## config.mk

```make
export PLATFORM = sky130hd
export DESIGN_NAME = frame_stream_source
export DESIGN_NICKNAME = d
export VERILOG_FILES = /design/src/rtl/frame_stream_source_pkg.sv /design/src/rtl/frame_stream_source_pattern_gen.sv /design/src/rtl/frame_stream_source.sv
export SDC_FILE = /design/constraint.sdc
export NUM_CORES = 1
export LEC_CHECK = 0
export BUFFER_PORTS_ARGS = -buffer_cell sky130_fd_sc_hd__buf_4
export CELL_PAD_IN_SITES_DETAIL_PLACEMENT = 0
export CELL_PAD_IN_SITES_GLOBAL_PLACEMENT = 2
export CORE_MARGIN = 10
export CORE_UTILIZATION = 36
export CTS_BUF_LIST = sky130_fd_sc_hd__clkbuf_4
export DETAILED_ROUTE_END_ITERATION = 12
export PLACE_DENSITY = 0.9
export SYNTH_ARGS = -nofsm -noshare
export SYNTH_HDL_FRONTEND = slang
export SYNTH_HIERARCHICAL = 1
export SYNTH_SLANG_ARGS = --single-unit
```

## constraint.sdc

```tcl
create_clock -name clk -period 3.6 [get_ports clk]
set_clock_uncertainty 0.2 [all_clocks]
set_input_delay 0.18 -clock clk [delete_from_list [all_inputs] [get_ports clk]]
set_output_delay 0.18 -clock clk [all_outputs]
set_load 0.005 [all_outputs]
```

## src/rtl/frame_stream_source_pkg.sv

```systemverilog
// Shared definitions for frame_stream_source: FSM state codes, pattern codes, LFSR constants.
// The LFSR constants are only used when FRAME_SOURCE_LFSR_EN is defined.
package frame_stream_source_pkg;

  typedef enum logic [1:0] {
    IDLE    = 2'd0,
    DISCARD = 2'd1,
    STREAM  = 2'd2,
    DONE    = 2'd3
  } state_t;

  localparam logic [1:0] PAT_HRAMP = 2'd0;
  localparam logic [1:0] PAT_VRAMP = 2'd1;
  localparam logic [1:0] PAT_CHECK = 2'd2;
  localparam logic [1:0] PAT_AUX   = 2'd3;

  localparam logic [7:0]  AUX_GREY  = 8'h80;
  localparam logic [15:0] LFSR_SEED = 16'hACE1;
  // Taps 16,14,13,11 counted from the output end of a right-shifting register.
  localparam logic [15:0] LFSR_TAPS = 16'h002D;

  function automatic logic [15:0] lfsr_step(input logic [15:0] l);
    return {^(l & LFSR_TAPS), l[15:1]};
  endfunction

endpackage

```

## src/rtl/frame_stream_source_pattern_gen.sv

```systemverilog
// Combinational test-pattern generator: maps pixel coordinates and pattern code to an 8-bit value.
// Pattern 3 is the LFSR byte with FRAME_SOURCE_LFSR_EN defined, otherwise constant mid-grey.
module stream_pattern_gen
  import frame_stream_source_pkg::*;
(
  input  logic [7:0] x,
  input  logic [7:0] y,
  input  logic [1:0] pattern_sel,
`ifdef FRAME_SOURCE_LFSR_EN
  input  logic [7:0] lfsr,
`endif
  output logic [7:0] v
);

  always_comb begin
    v = '0;
    case (pattern_sel)
      PAT_HRAMP: v = x;
      PAT_VRAMP: v = y;
      PAT_CHECK: v = (x[3] ^ y[3]) ? 8'hFF : 8'h00;
      default: begin
`ifdef FRAME_SOURCE_LFSR_EN
        v = lfsr;
`else
        v = AUX_GREY;
`endif
      end
    endcase
  end

endmodule

```

## src/rtl/frame_stream_source.sv

```systemverilog
// On-chip raster pixel source with valid/ready handshake and optional leading discard pixels.
// Build option FRAME_SOURCE_LFSR_EN turns pattern 3 into a 16-bit LFSR stream.
//
//  state   | meaning
//  IDLE    | waiting for start; outputs quiet
//  DISCARD | sending discardCnt zero-valued dummy beats
//  STREAM  | sending frame pixels in raster order
//  DONE    | one cycle with done=1, then back to IDLE
module frame_stream_source
  import frame_stream_source_pkg::*;
#(
  parameter int DATA_WIDTH        = 8,
  parameter int CHANNELS          = 1,
  parameter int X_RES_WIDTH       = 11,
  parameter int Y_RES_WIDTH       = 11,
  parameter int DISCARD_CNT_WIDTH = 8
) (
  input  logic                           clk,
  input  logic                           rst,
  input  logic                           start,
  input  logic [X_RES_WIDTH-1:0]         xRes,
  input  logic [Y_RES_WIDTH-1:0]         yRes,
  input  logic [DISCARD_CNT_WIDTH-1:0]   discardCnt,
  input  logic [1:0]                     patternSel,
  output logic [DATA_WIDTH*CHANNELS-1:0] dOut,
  output logic                           dOutValid,
  input  logic                           nextDout,
  output logic                           busy,
  output logic                           done
);

  state_t                       state;
  logic [X_RES_WIDTH-1:0]       x_q, x_res_q, x_step;
  logic [Y_RES_WIDTH-1:0]       y_q, y_res_q, y_step;
  logic [DISCARD_CNT_WIDTH-1:0] disc_q;
  logic [1:0]                   pat_q, gen_pat;
  logic [7:0]                   gen_x, gen_y, v;
  logic [DATA_WIDTH-1:0]        pix;
  logic [DATA_WIDTH*CHANNELS-1:0] pix_rep;
  logic                         xfer, row_end, frame_end;

  assign xfer      = dOutValid && nextDout;
  assign row_end   = (x_q == x_res_q);
  assign frame_end = row_end && (y_q == y_res_q);
  assign x_step    = row_end ? '0 : x_q + X_RES_WIDTH'(1);
  assign y_step    = row_end ? y_q + Y_RES_WIDTH'(1) : y_q;

  // The generator always computes the pixel to be presented after the next edge.
  assign gen_pat = (state == IDLE) ? patternSel : pat_q;
  assign gen_x   = (state == STREAM) ? x_step[7:0] : 8'h00;
  assign gen_y   = (state == STREAM) ? y_step[7:0] : 8'h00;

`ifdef FRAME_SOURCE_LFSR_EN
  logic [15:0] lfsr_q, gen_lfsr;
  assign gen_lfsr = (state == IDLE)   ? LFSR_SEED :
                    (state == STREAM) ? lfsr_step(lfsr_q) : lfsr_q;
`endif

  stream_pattern_gen u_pattern (
    .x           (gen_x),
    .y           (gen_y),
    .pattern_sel (gen_pat),
`ifdef FRAME_SOURCE_LFSR_EN
    .lfsr        (gen_lfsr[7:0]),
`endif
    .v           (v)
  );

  // 8-bit pattern value is MSB-aligned on wider channels.
  generate
    if (DATA_WIDTH > 8) begin : g_wide
      assign pix = {v, {(DATA_WIDTH-8){1'b0}}};
    end else begin : g_narrow
      assign pix = v[DATA_WIDTH-1:0];
    end
  endgenerate

  assign pix_rep = {CHANNELS{pix}};

  always_ff @(posedge clk) begin
    if (rst) begin
      state     <= IDLE;
      x_q       <= '0;
      y_q       <= '0;
      x_res_q   <= '0;
      y_res_q   <= '0;
      disc_q    <= '0;
      pat_q     <= '0;
      dOut      <= '0;
      dOutValid <= 1'b0;
      busy      <= 1'b0;
      done      <= 1'b0;
`ifdef FRAME_SOURCE_LFSR_EN
      lfsr_q    <= '0;
`endif
    end else begin
      done <= 1'b0;
      case (state)
        IDLE: begin
          if (start) begin
            x_res_q   <= xRes;
            y_res_q   <= yRes;
            pat_q     <= patternSel;
            disc_q    <= discardCnt;
            x_q       <= '0;
            y_q       <= '0;
            dOutValid <= 1'b1;
            busy      <= 1'b1;
`ifdef FRAME_SOURCE_LFSR_EN
            lfsr_q    <= LFSR_SEED;
`endif
            if (discardCnt != '0) begin
              state <= DISCARD;
              dOut  <= '0;
            end else begin
              state <= STREAM;
              dOut  <= pix_rep;
            end
          end
        end
        DISCARD: begin
          if (xfer) begin
            disc_q <= disc_q - DISCARD_CNT_WIDTH'(1);
            if (disc_q == DISCARD_CNT_WIDTH'(1)) begin
              state <= STREAM;
              dOut  <= pix_rep;
            end
          end
        end
        STREAM: begin
          if (xfer) begin
            if (frame_end) begin
              state     <= DONE;
              dOut      <= '0;
              dOutValid <= 1'b0;
              busy      <= 1'b0;
              done      <= 1'b1;
            end else begin
              x_q  <= x_step;
              y_q  <= y_step;
              dOut <= pix_rep;
`ifdef FRAME_SOURCE_LFSR_EN
              lfsr_q <= gen_lfsr;
`endif
            end
          end
        end
        DONE:    state <= IDLE;
        default: state <= IDLE;
      endcase
    end
  end

endmodule
```

==> results of run 1 <==
flip-flops by register name, indices dropped and copies added (netlist names):
name,flops
pat_q,2
disc_q,8
x_res_q,11
dOut,8
state,2
busy,1
done,1
x_q,11
y_q,11
y_res_q,11
layer usage:
metal | part of all wire (%) | wire length (µm) | track usage, % | vias to the layer above
li1 | - | - | - | 1782
met1 | 44 | 4540 | 16.9 | 1665
met2 | 50 | 5170 | 24.2 | 69
met3 | 3.7 | 384 | 2.82 | 16
met4 | 1.7 | 172 | 4.40 | 0
met5 | 0 | 0 | 0 | -
cell families after synthesis:
kind of cell,after synthesis,synth area share [%]
AO/OA/AOI/OAI,114,20.2
buffers and inverters,40,5.38
multiplexers,18,5.04
AND/OR/NAND/NOR,184,23.4
XOR/XNOR,35,8.38
adder cells (fa/ha/maj),7,2.34
flip-flops,66,35.3
timing repair:
item / 4_1_cts / 5_1_grt
endpoints found under the hold margin: 33 / 0
endpoints found under the setup margin: 0 / 0
hold buffers: 33 / 0
cells in the final DEF (no fill, tap or decap), drive strengths merged, types with 2 or more instances in the layout:
cell	count
a211o	2
a211oi	5
a21oi	51
a221oi	2
a22o	8
a22oi	3
a31oi	2
and2	3
and3	3
and4	2
buf	53
clkbuf	10
clkinv	3
clkinvlp	2
dfxtp	66
dlygate4sd3	33
ha	7
inv	10
mux2	4
mux2i	14
nand2	80
nand2b	4
nand3	10
nand4	9
nand4b	4
nor2	36
nor2b	4
nor3	6
nor4	8
o21a	3
o21ai	14
o22ai	7
o31ai	6
o32ai	2
or3	8
or4	3
xnor2	20
xor2	15
final timing paths:
path                 start        end  slack, ns
setup / recovery    x_q[0]    dOut[3]       0.70
hold / removal         rst  disc_q[2]       0.06
setup reg to reg    x_q[0]    dOut[3]       0.70
hold reg to reg   pat_q[0]   pat_q[0]       0.26
stage by stage:
stage / utilization [%] / area (µm²) / setup slack (ns)
after global routing: 45.2 / 4620 / 0.500
after detailed placement: 40.6 / 4150 / 0.740
after CTS: 45.2 / 4620 / 0.719
final: 45.2 / 4620 / 0.704
after floorplan: - / 3750 / 0.962
after global placement: 40.6 / 4150 / 0.837
cell type report:
cell class	instances	area (µm²)
fillers	1065	5610
multi-input cells	358	2220
flip-flops and latches	66	1320
repair buffers	86	728
well taps	136	170
clock buffers	10	75.1
clock inverters	6	67.6
inverters	10	37.5
report_power, final:
part	switching [mW]	total (mW)	internal (mW)
sequential	0.0829	0.914	0.831
clock	0.292	0.512	0.220
combinational	0.894	1.41	0.520
total	1.27	2.84	1.57
worst reg2reg max path: cells and delay by family, from the launching register on:
family | cells | cell delay, ns
buffers and inverters | 1 | 0.20
AND/OR/NAND/NOR | 4 | 0.97
AO/OA/AOI/OAI | 2 | 0.50
multiplexers | 1 | 0.14
XOR/XNOR | 2 | 0.33
flip-flops | 1 | 0.48
==> run summary, run 1 <==
The clock tree from TritonCTS is done. The peak clock frequency supported by timing came out at 0.345 GHz. The final worst hold slack came out at 0.0576 ns. The nature of the critical path endpoint is a flip-flop.

The first global-routing pass estimated 17000 µm of wire. 0 antenna diodes ended up in the layout. The count of H-tree levels built during CTS came out at 3. The number of placement rows is 37.

The routed via count is 3532. The number of instances in the synthesized netlist is 464. The sum of overflow across all layers after global routing came out at 0. The total I/O pin count came out at 47. The root buffer cell chosen for the clock tree is sky130_fd_sc_hd__clkbuf_4. The shortest period the worst path allows is 2.90 ns.

From synthesis to final layout, the design area changed by 23.4%. The run finished with clean final reports. The number of nets at the end of the flow came out at 574. The most instantiated library cell after synthesis is sky130_fd_sc_hd__nand2_1.

Measured along the x axis, the die boundary spans 122 µm. The number of buffers inserted by port buffering came out at 46. The initial core utilization is 36.6%.

The data required time of the worst path is 3.73 ns. The number of hold violations in the final report came out at 0. The HPWL after detailed placement is 7290 µm. The number of antenna violations at the first check in global routing is 0. Summing every instance area after synthesis gives 3750 µm². The total nets after synthesis came out at 507. The design draws 2.84 mW.

The commonest cells after synthesis are 80 x sky130_fd_sc_hd__nand2_1, 66 x sky130_fd_sc_hd__dfxtp_1, 47 x sky130_fd_sc_hd__a21oi_1. The via count of the first global-routing pass is 3437. The post-cts repair resize count came out at 0.

In the final layout, the share of cells above drive strength 1 is 15.9%. The flip-flop and latch count after synthesis is 66. Among all stages on the critical path, the largest delay is contributed by sky130_fd_sc_hd__dfxtp_1. At the end of routability-driven placement, the weighted congestion stood at 0.829. The count of cells along the worst hold path came out at 2. The cell depth of the worst setup path came out at 10. The final cycle utilization of the critical path came out at 80.4%. The pin count of the biggest net entering global routing came out at 62.

The total power divided by cell area came out at 614 nW/µm². Summing the sequential cell areas from Yosys gives 35.3% of the chip area. The depth of the worst register-to-register path came out at 10. The final instance count without filler cells came out at 672. After clock tree synthesis, the clock-pin slew on the worst setup and hold paths is 0.12 ns. In this run the worst hold path is classified as in2reg. The biggest fanout along the worst timing path is 10. The area of the die came out at 14900 µm². The peak ir drop on the vdd network came out at 0.354 mV. The endpoint arrival time on the critical path is 3.02 ns. Dividing the detail-routed via count by the number of cells gives 5.26.

The area share of the largest cell type after synthesis came out at 35.3%. The fraction of registers with async set or reset after synthesis came out at 0%. The number of setup buffers added after CTS is 0. The total count of max-transition violations in the final report is 0. Traced cell by cell, the critical path runs through xnor2_1, nand4_1, nor3_4, buf_4, nand4_1, xnor2_1, nor2_1, mux2i_1, a221o_1, a22o_1. The max-cap check violation count is 0. The clock latency on the worst-skew pair came out at 0.42 ns. In the final timing run, aggregate negative setup slack is 0 ns. Yosys mapped the design onto 60 distinct sky130hd cell types.

The highest cell delay on the worst timing path is 0.48 ns. In this run, the number of DRC markers left after iteration 0 of detailed routing was 282. STA classifies the critical path startpoint as a flip-flop.

The number of search-and-repair iterations in the first detailed-routing pass came out at 4. The final number of setup-violating endpoints is 0. Setup repair after global routing left no endpoint under its margin.

The number of cells in the design after placement is 623. The transition at the pin with the smallest max-transition slack is 0.774 ns. The number of enable-type register cells in the synthesized netlist is 0. The static power due to leakage came out at 1.72 nW. The type of the setup path with the least slack is reg2reg. The per-instance average area after synthesis is 8.08 µm². The number of remaining DRC errors came out at 0.

The cell type group with the largest total delay on the critical path is simple AND/OR/NAND/NOR gates. Across every metal layer, demand over resource in global routing totals 13.9%. The final wirelength came out at 10300 µm. The antenna violation net count after detailed routing came out at 0. The number of buffers and inverters on the critical path is 1. The clock sink count came out at 66.

The total clock buffers created by CTS is 9. The total area inside the core boundary comes to 10200 µm². The tightest slew margin relative to the limit came out at 48.4%. Ranked by total cell area, the synthesized netlist is headed by sky130_fd_sc_hd__dfxtp_1 35%, sky130_fd_sc_hd__nand2_1 8.0%, sky130_fd_sc_hd__a21oi_1 6.3%. The maximum root-to-sink buffer count came out at 2. Of all cell types, the one taking the most synthesized area is sky130_fd_sc_hd__dfxtp_1. The height of the die came out at 122 µm. The synthesis warning total is 6. Among all flip-flop cells after synthesis, the most frequent one is sky130_fd_sc_hd__dfxtp_1.

The average wire per cell in the routed design is 15.3 µm.
No activity file was read; power rests on OpenSTA's default activity.
==> inputs of run 2 (changes only) <==
- CORE_UTILIZATION: 36 -> 32
- PLACE_DENSITY: 0.9 -> 0.85
- clock period: 3.6 -> 2.47 ns (I/O delays scaled with it)
==> run summary, run 2 (synthesis gave the netlist of run 1 again) <==
The total count of max-transition violations in the final report is 0 (unchanged). In this run the clock root is driven by a sky130_fd_sc_hd__clkbuf_4. The type of the setup path with the least slack is reg2reg.

The shortest period the worst path allows is 2.58 ns (-0.317 ns). The total net switching power is 2.16 mW (+70%). The sequential power share came to 25.4% (-6.8 points).

The combinational share of power came out at 58.5% (+8.7 points). The peak clock frequency supported by timing is 0.388 GHz (+12%). The post-route worst setup slack is -0.109 ns (-0.813 ns). The total power divided by cell area was 951 nW/µm² (+55%).

The clock sink count is 66 (unchanged). The count of cells along the worst hold path is 5 (+3). STA classifies the critical path endpoint as a flip-flop. The cell depth of the worst setup path came to 10 (unchanged). The number of search-and-repair iterations in the first detailed-routing pass came out at 5 (+1). The data required time of the worst path came out at 2.63 ns (-1.10 ns). The total clock buffers created by CTS came out at 9 (unchanged). The peak ir drop on the vdd network came out at 0.421 mV (+19%). The routed via count is 3900 (+10%). The number of placement rows came out at 39 (+5.4%).

The library cell used most frequently in the layout, excluding fill and tap cells, is sky130_fd_sc_hd__buf_4. The number of buffers and inverters on the critical path is 1 (unchanged). The internal power of the cells was 3.13 mW (+99%).

The relative contribution of the clock network to total power is 16.1% (-1.9 points). The tightest min-delay check is of the in2reg type. The final wirelength came out at 11600 µm (+13%). The endpoint arrival time on the critical path came out at 2.74 ns (-0.28 ns). The number of remaining DRC errors is 0 (unchanged). The sum of overflow across all layers after global routing is 0 (unchanged). The number of antenna violations at the first check in global routing is 1 (+1). The largest individual stage delay along the critical path comes from the cell sky130_fd_sc_hd__dfxtp_1. The final weighted congestion in routability-driven placement came to 0.870 (+5.0%).

The number of nets at the end of the flow is 651 (+13%). Broken down by cell family, the worst path's largest delay share belongs to simple AND/OR/NAND/NOR gates. The count of H-tree levels built during CTS came out at 3 (unchanged).

The overall die width is 128 µm (+5.1%). The startpoint identified for the worst register-to-register timing path is x_res_q[9]. The area of the die is 16400 µm² (+10%). The worst setup path is launched from a flip-flop. The total I/O pin count is 47 (unchanged).

The fraction of layout instances using a drive strength above 1 is 30.3% (+14 points). The destination of the worst register-to-register timing path is dOut[3]. The most critical setup path has its startpoint at x_res_q[9].

From synthesis to final layout, the design area changed by 48.5%. The antenna violation net count after detailed routing came out at 0 (unchanged). The final worst hold slack came out at -0.00177 ns (-0.0593 ns). The maximum root-to-sink buffer count came to 2 (unchanged). The average wire per cell in the routed design is 15.3 µm (+0.20%). The first-iteration detailed-routing DRC count came out at 317 (+12%). The post-route total power was 5.29 mW (+86%). The final number of setup-violating endpoints is 15 (+15). Traced cell by cell, the critical path runs through xnor2_1, nand4_1, buf_4, nor3_4, nand4_1, xnor2_1, nor2_2, mux2i_1, a221o_1, a22o_1. TritonCTS built the clock tree.

The library cells used most frequently in the layout, excluding fill and tap cells, are 95 x sky130_fd_sc_hd__buf_4, 76 x sky130_fd_sc_hd__nand2_1, 55 x sky130_fd_sc_hd__dlygate4sd3_1. Setup repair after global routing could not meet its margin everywhere. The height of the die came out at 128 µm (+5.1%). The via count of the first global-routing pass came out at 3839 (+12%).

The highest cell delay on the worst timing path is 0.35 ns (-0.13 ns). The initial core utilization came out at 32.8% (-3.8 points). In this run the worst setup path terminates at dOut[3].

The transition at the pin with the smallest max-transition slack came out at 0.725 ns (-0.0485 ns). The tightest slew margin relative to the limit came out at 51.7% (+3.2 points). The final cycle utilization of the critical path came out at 104% (+24 points). The static power due to leakage came out at 2.22 nW (+30%). The core utilization of the finished layout is 48.8% (+3.6 points). The biggest fanout along the worst timing path is 4 (-6). The checks that failed: hold timing, setup timing. The setup slack of the most critical reg-to-reg path is -0.11 ns (-0.81 ns). The switching power share of the total is 40.9% (-3.8 points). The depth of the worst register-to-register path is 10 (unchanged). The pin count of the biggest net entering global routing is 62 (unchanged). The total global-route track usage came out at 13.6% (-0.29 points). The number of buffers inserted by port buffering came out at 46 (unchanged).

The placeable core area is 11400 µm² (+12%). The routed via count divided by cell count is 5.15 (-2.0%). The max-cap check violation count is 0 (unchanged).

The first-pass GRT wire length is 18400 µm (+8.7%). The clock latency on the worst-skew pair was 0.45 ns (+0.03 ns). The number of hold violations in the final report came to 1 (+1). The flow ran to the end, but the final reports show violations. The clock input transition at the sequential cells of the worst setup and hold paths came out at 0.12 ns (about the same). The placed wire-length estimate after detailed placement came to 7890 µm (+8.2%).
==> run 2: layout make-up <==
class | count | area (µm²)
Antenna cell | 1 | 2.50
Multi-Input combinational cell | 358 | 2420
Tap cell | 143 | 179
Clock inverter | 5 | 77.6
Sequential cell | 66 | 1340
Clock buffer | 11 | 82.6
Inverter | 10 | 37.5
Timing Repair Buffer | 163 | 1420
Fill cell | 1103 | 5850
==> run 2: how the worst min path moves through the flow <==
stage	from	end	slack, ns
after floorplan	patternSel[0]	pat_q[0]	0.06
after global placement	xRes[0]	x_res_q[0]	0.17
after detailed placement	yRes[2]	y_res_q[2]	0.18
after CTS	start	y_res_q[3]	0.001
after global routing	start	y_res_q[5]	0.04
final	start	y_res_q[5]	-0.002
==> run 2: layer usage <==
layer	GRT usage [%]	wire length (µm)
met3	2.03	453
met2	22.8	5600
met5	0	0
met4	6.36	251
met1	16.8	5280
==> run 2: what timing repair did <==
action                     in CTS  in global routing
pin swaps                      16                 32
hold endpoints to repair       34                  0
hold buffers                   55                  0
setup buffers                   4                 12
setup endpoints to repair      11                 32
resized for setup              17                 50
cloned                          0                  2
==> run 2: stage by stage <==
| step | instances | setup WS [ns] | setup TNS, ns | cell area (µm²) |
|---|---|---|---|---|
| floorplan | 464 | -0.103 | -0.121 | 3780 |
| global placement | 667 | 0.00571 | 0 | 4470 |
| detailed placement | 667 | -0.104 | -0.530 | 4470 |
| CTS | 742 | -0.0701 | -0.237 | 5280 |
| global route | 757 | -0.264 | -3.55 | 5570 |
| finish | 757 | -0.109 | -0.741 | 5570 |
==> run 2: power by group through the flow <==
stage | combinational (mW) | clock [mW] | sequential [mW]
2_1_floorplan | 1.61 | 0 | 1.32
3_3_place_gp | 2.28 | 0 | 1.35
3_5_place_dp | 2.31 | 0 | 1.35
4_1_cts | 2.54 | 0.868 | 1.33
5_1_grt | 3.36 | 0.908 | 1.36
6_report | 3.10 | 0.853 | 1.34
==> run 2: worst min-delay path, cell delays in order <==
cell	delay, ns
sky130_fd_sc_hd__buf_4	0.11
sky130_fd_sc_hd__nand2_1	0.07
sky130_fd_sc_hd__buf_4	0.18
sky130_fd_sc_hd__nand2_1	0.07
sky130_fd_sc_hd__a21oi_1	0.06
==> inputs of run 3 (changes only) <==
- HOLD_SLACK_MARGIN: default -> 0.05
==> run summary, run 3 (synthesis gave the netlist of run 1 again) <==
The total clock buffers created by CTS is 9 (unchanged). The area growth from synthesis to layout came out at 49.3%. The data required time of the worst path came out at 2.62 ns (about the same). The final weighted congestion in routability-driven placement came out at 0.870 (unchanged). The final-layout setup total negative slack came out at -0.751 ns (-0.0102 ns).

The nature of the critical path endpoint is a flip-flop. The routed via count divided by cell count is 5.12 (-0.62%). The first-iteration detailed-routing DRC count is 334 (+5.4%). The placeable core area is 11400 µm² (unchanged). Walking the worst path, the cells encountered are xnor2_1, nand4_1, buf_4, nor3_4, nand4_1, xnor2_1, nor2_2, mux2i_1, a221o_1, a22o_1. The peak ir drop on the vdd network is 0.418 mV (-0.64%). The max-cap check violation count is 0 (unchanged).

The number of hold violations in the final report is 0 (-1). The number of nets at the end of the flow came out at 654 (+0.46%). The fraction of layout instances using a drive strength above 1 was 30.2% (-0.15 points). The sum of overflow across all layers after global routing is 0 (unchanged). The type of the tightest min-delay check is in2reg. The overall die width was 128 µm (unchanged).

The placement-stage cell area is 4470 µm² (unchanged). The switching power share of the total came out at 40.7% (-0.13 points). The total I/O pin count is 47 (unchanged).

The relative contribution of the clock network to total power came to 16.0% (about the same). The count of H-tree levels built during CTS is 3 (unchanged). The clock latency on the worst-skew pair was 0.45 ns (about the same). The placed wire-length estimate after detailed placement came out at 7890 µm (unchanged). The final reports fail on setup timing. The final worst hold slack came out at 0.186 ns (+0.188 ns). The initial core utilization is 32.8% (unchanged). The peak clock frequency supported by timing is 0.387 GHz (about the same). The clock sink count is 66 (unchanged). The combinational share of power is 58.6% (about the same).

The area of the die was 16400 µm² (unchanged). The total global-route track usage is 13.7% (+0.027 points). The number of placement rows is 39 (unchanged). The number of buffers and inverters on the critical path is 1 (unchanged). The final cycle utilization of the critical path is 104% (about the same). The shortest period the worst path allows came out at 2.58 ns (+0.00169 ns).

The routed via count is 3891 (-0.23%). The post-route worst setup slack is -0.111 ns (-0.00169 ns). Leaving out fill and tap cells, the most frequent cell in the layout is sky130_fd_sc_hd__buf_4. The static power due to leakage came to 2.24 nW (+0.85%).

The final number of setup-violating endpoints is 14 (-1). Setup repair after global routing could not meet its margin everywhere. The number of cells in the design after placement is 667 (unchanged).

The cell area after layout is 5600 µm² (+0.54%). The core utilization of the finished layout came out at 49.0% (+0.26 points). The number of buffers inserted by port buffering is 46 (unchanged). The endpoint arrival time on the critical path came out at 2.73 ns (about the same). The pin count of the biggest net entering global routing came out at 62 (unchanged).

The antenna violation net count after detailed routing came out at 0 (unchanged). The biggest fanout along the worst timing path came out at 4 (unchanged). Among all stages on the critical path, the largest delay is contributed by sky130_fd_sc_hd__dfxtp_1. The type of the setup path with the least slack is reg2reg. The global-route met3 utilization was 2.03% (unchanged). The average wire per cell in the routed design was 15.2 µm (-0.45%). The final wirelength is 11600 µm (about the same). The highest cell delay on the worst timing path came out at 0.35 ns (about the same). The number of search-and-repair iterations in the first detailed-routing pass is 5 (unchanged). The total net switching power is 2.16 mW (-0.20%). The met2 routing resource usage after global routing was 22.8% (+0.030 points). STA classifies the critical path startpoint as a flip-flop. The transition at the pin with the smallest max-transition slack came out at 0.700 ns (-0.0248 ns). The internal power of the cells came out at 3.14 mW (+0.32%).

The number of remaining DRC errors is 0 (unchanged). The final instance count without filler cells came to 760 (+0.40%). The cell sitting at the root of the clock tree is a sky130_fd_sc_hd__clkbuf_4. The number of antenna violations at the first check in global routing is 1 (unchanged). The cell type group with the largest total delay on the critical path is simple AND/OR/NAND/NOR gates. The sequential power share came out at 25.4% (about the same). The height of the die came out at 128 µm (unchanged).

The met1 routing resource usage after global routing is 16.9% (+0.053 points). The via count of the first global-routing pass came out at 3839 (unchanged). The total power divided by cell area came out at 947 nW/µm² (-0.43%). The post-route total power came out at 5.30 mW (+0.11%). The maximum root-to-sink buffer count is 2 (unchanged). The run finished, with violations left. The clock input transition at the sequential cells of the worst setup and hold paths was 0.12 ns (about the same). Leaving out fill and tap cells, the most frequent cells in the layout are 95 x sky130_fd_sc_hd__buf_4, 76 x sky130_fd_sc_hd__nand2_1, 58 x sky130_fd_sc_hd__dlygate4sd3_1.

The setup slack at placement came out at -0.104 ns (unchanged). TritonCTS built the clock tree. The first-pass GRT wire length is 18500 µm (+0.11%). The layer flagged by global routing as most heavily used is met2. The total count of max-transition violations in the final report came out at 0 (unchanged). The tightest slew margin relative to the limit was 53.3% (+1.7 points).
-- run 3: cell type report --
cell class,instances,area [µm²]
fill,1104,5820
multi-input combinational,358,2420
timing repair buffer,166,1450
sequential,66,1340
tap,143,179
clock buffer,11,82.6
clock inverter,5,77.6
inverter,10,37.5
antenna,1,2.50
-- run 3: repair_timing --
action,CTS,global route
setup buffers,4,12
hold buffers,58,0
hold endpoints to repair,44,0
pin swaps,16,32
setup endpoints to repair,11,32
gates cloned,0,2
resized for setup,17,50
-- run 3: final timing paths --
kind          endpoint  cells past startpoint  slack, ns        from
max            dOut[3]                     10      -0.11  x_res_q[9]
min          disc_q[5]                      6       0.19       start
max reg2reg    dOut[3]                     10      -0.11  x_res_q[9]
min reg2reg    dOut[2]                      1       0.29     dOut[2]
-- run 3: metal layers --
layer | vias up | routed length [µm] | part of all wire (%)
li1 | 1938 | - | -
met1 | 1851 | 5270 | 45
met2 | 82 | 5620 | 49
met3 | 20 | 423 | 3.7
met4 | 0 | 261 | 2.3
met5 | - | 0 | 0
-- run 3: power by group through the flow --
stage          sequential, mW  clock (mW)  combinational [mW]
5_1_grt                  1.37       0.909                3.38
2_1_floorplan            1.32           0                1.61
3_3_place_gp             1.35           0                2.28
4_1_cts                  1.33       0.868                2.55
3_5_place_dp             1.35           0                2.31
6_report                 1.34       0.849                3.11
-- run 3: worst register-to-register path, stage by stage (launching register included) --
cell and delay [ns]:
sky130_fd_sc_hd__dfxtp_1 0.35, sky130_fd_sc_hd__xnor2_1 0.17, sky130_fd_sc_hd__nand4_1 0.17, sky130_fd_sc_hd__buf_4 0.18, sky130_fd_sc_hd__nor3_4 0.16, sky130_fd_sc_hd__nand4_1 0.22
sky130_fd_sc_hd__xnor2_1 0.20, sky130_fd_sc_hd__nor2_2 0.20, sky130_fd_sc_hd__mux2i_1 0.12, sky130_fd_sc_hd__a221o_1 0.30, sky130_fd_sc_hd__a22o_1 0.20
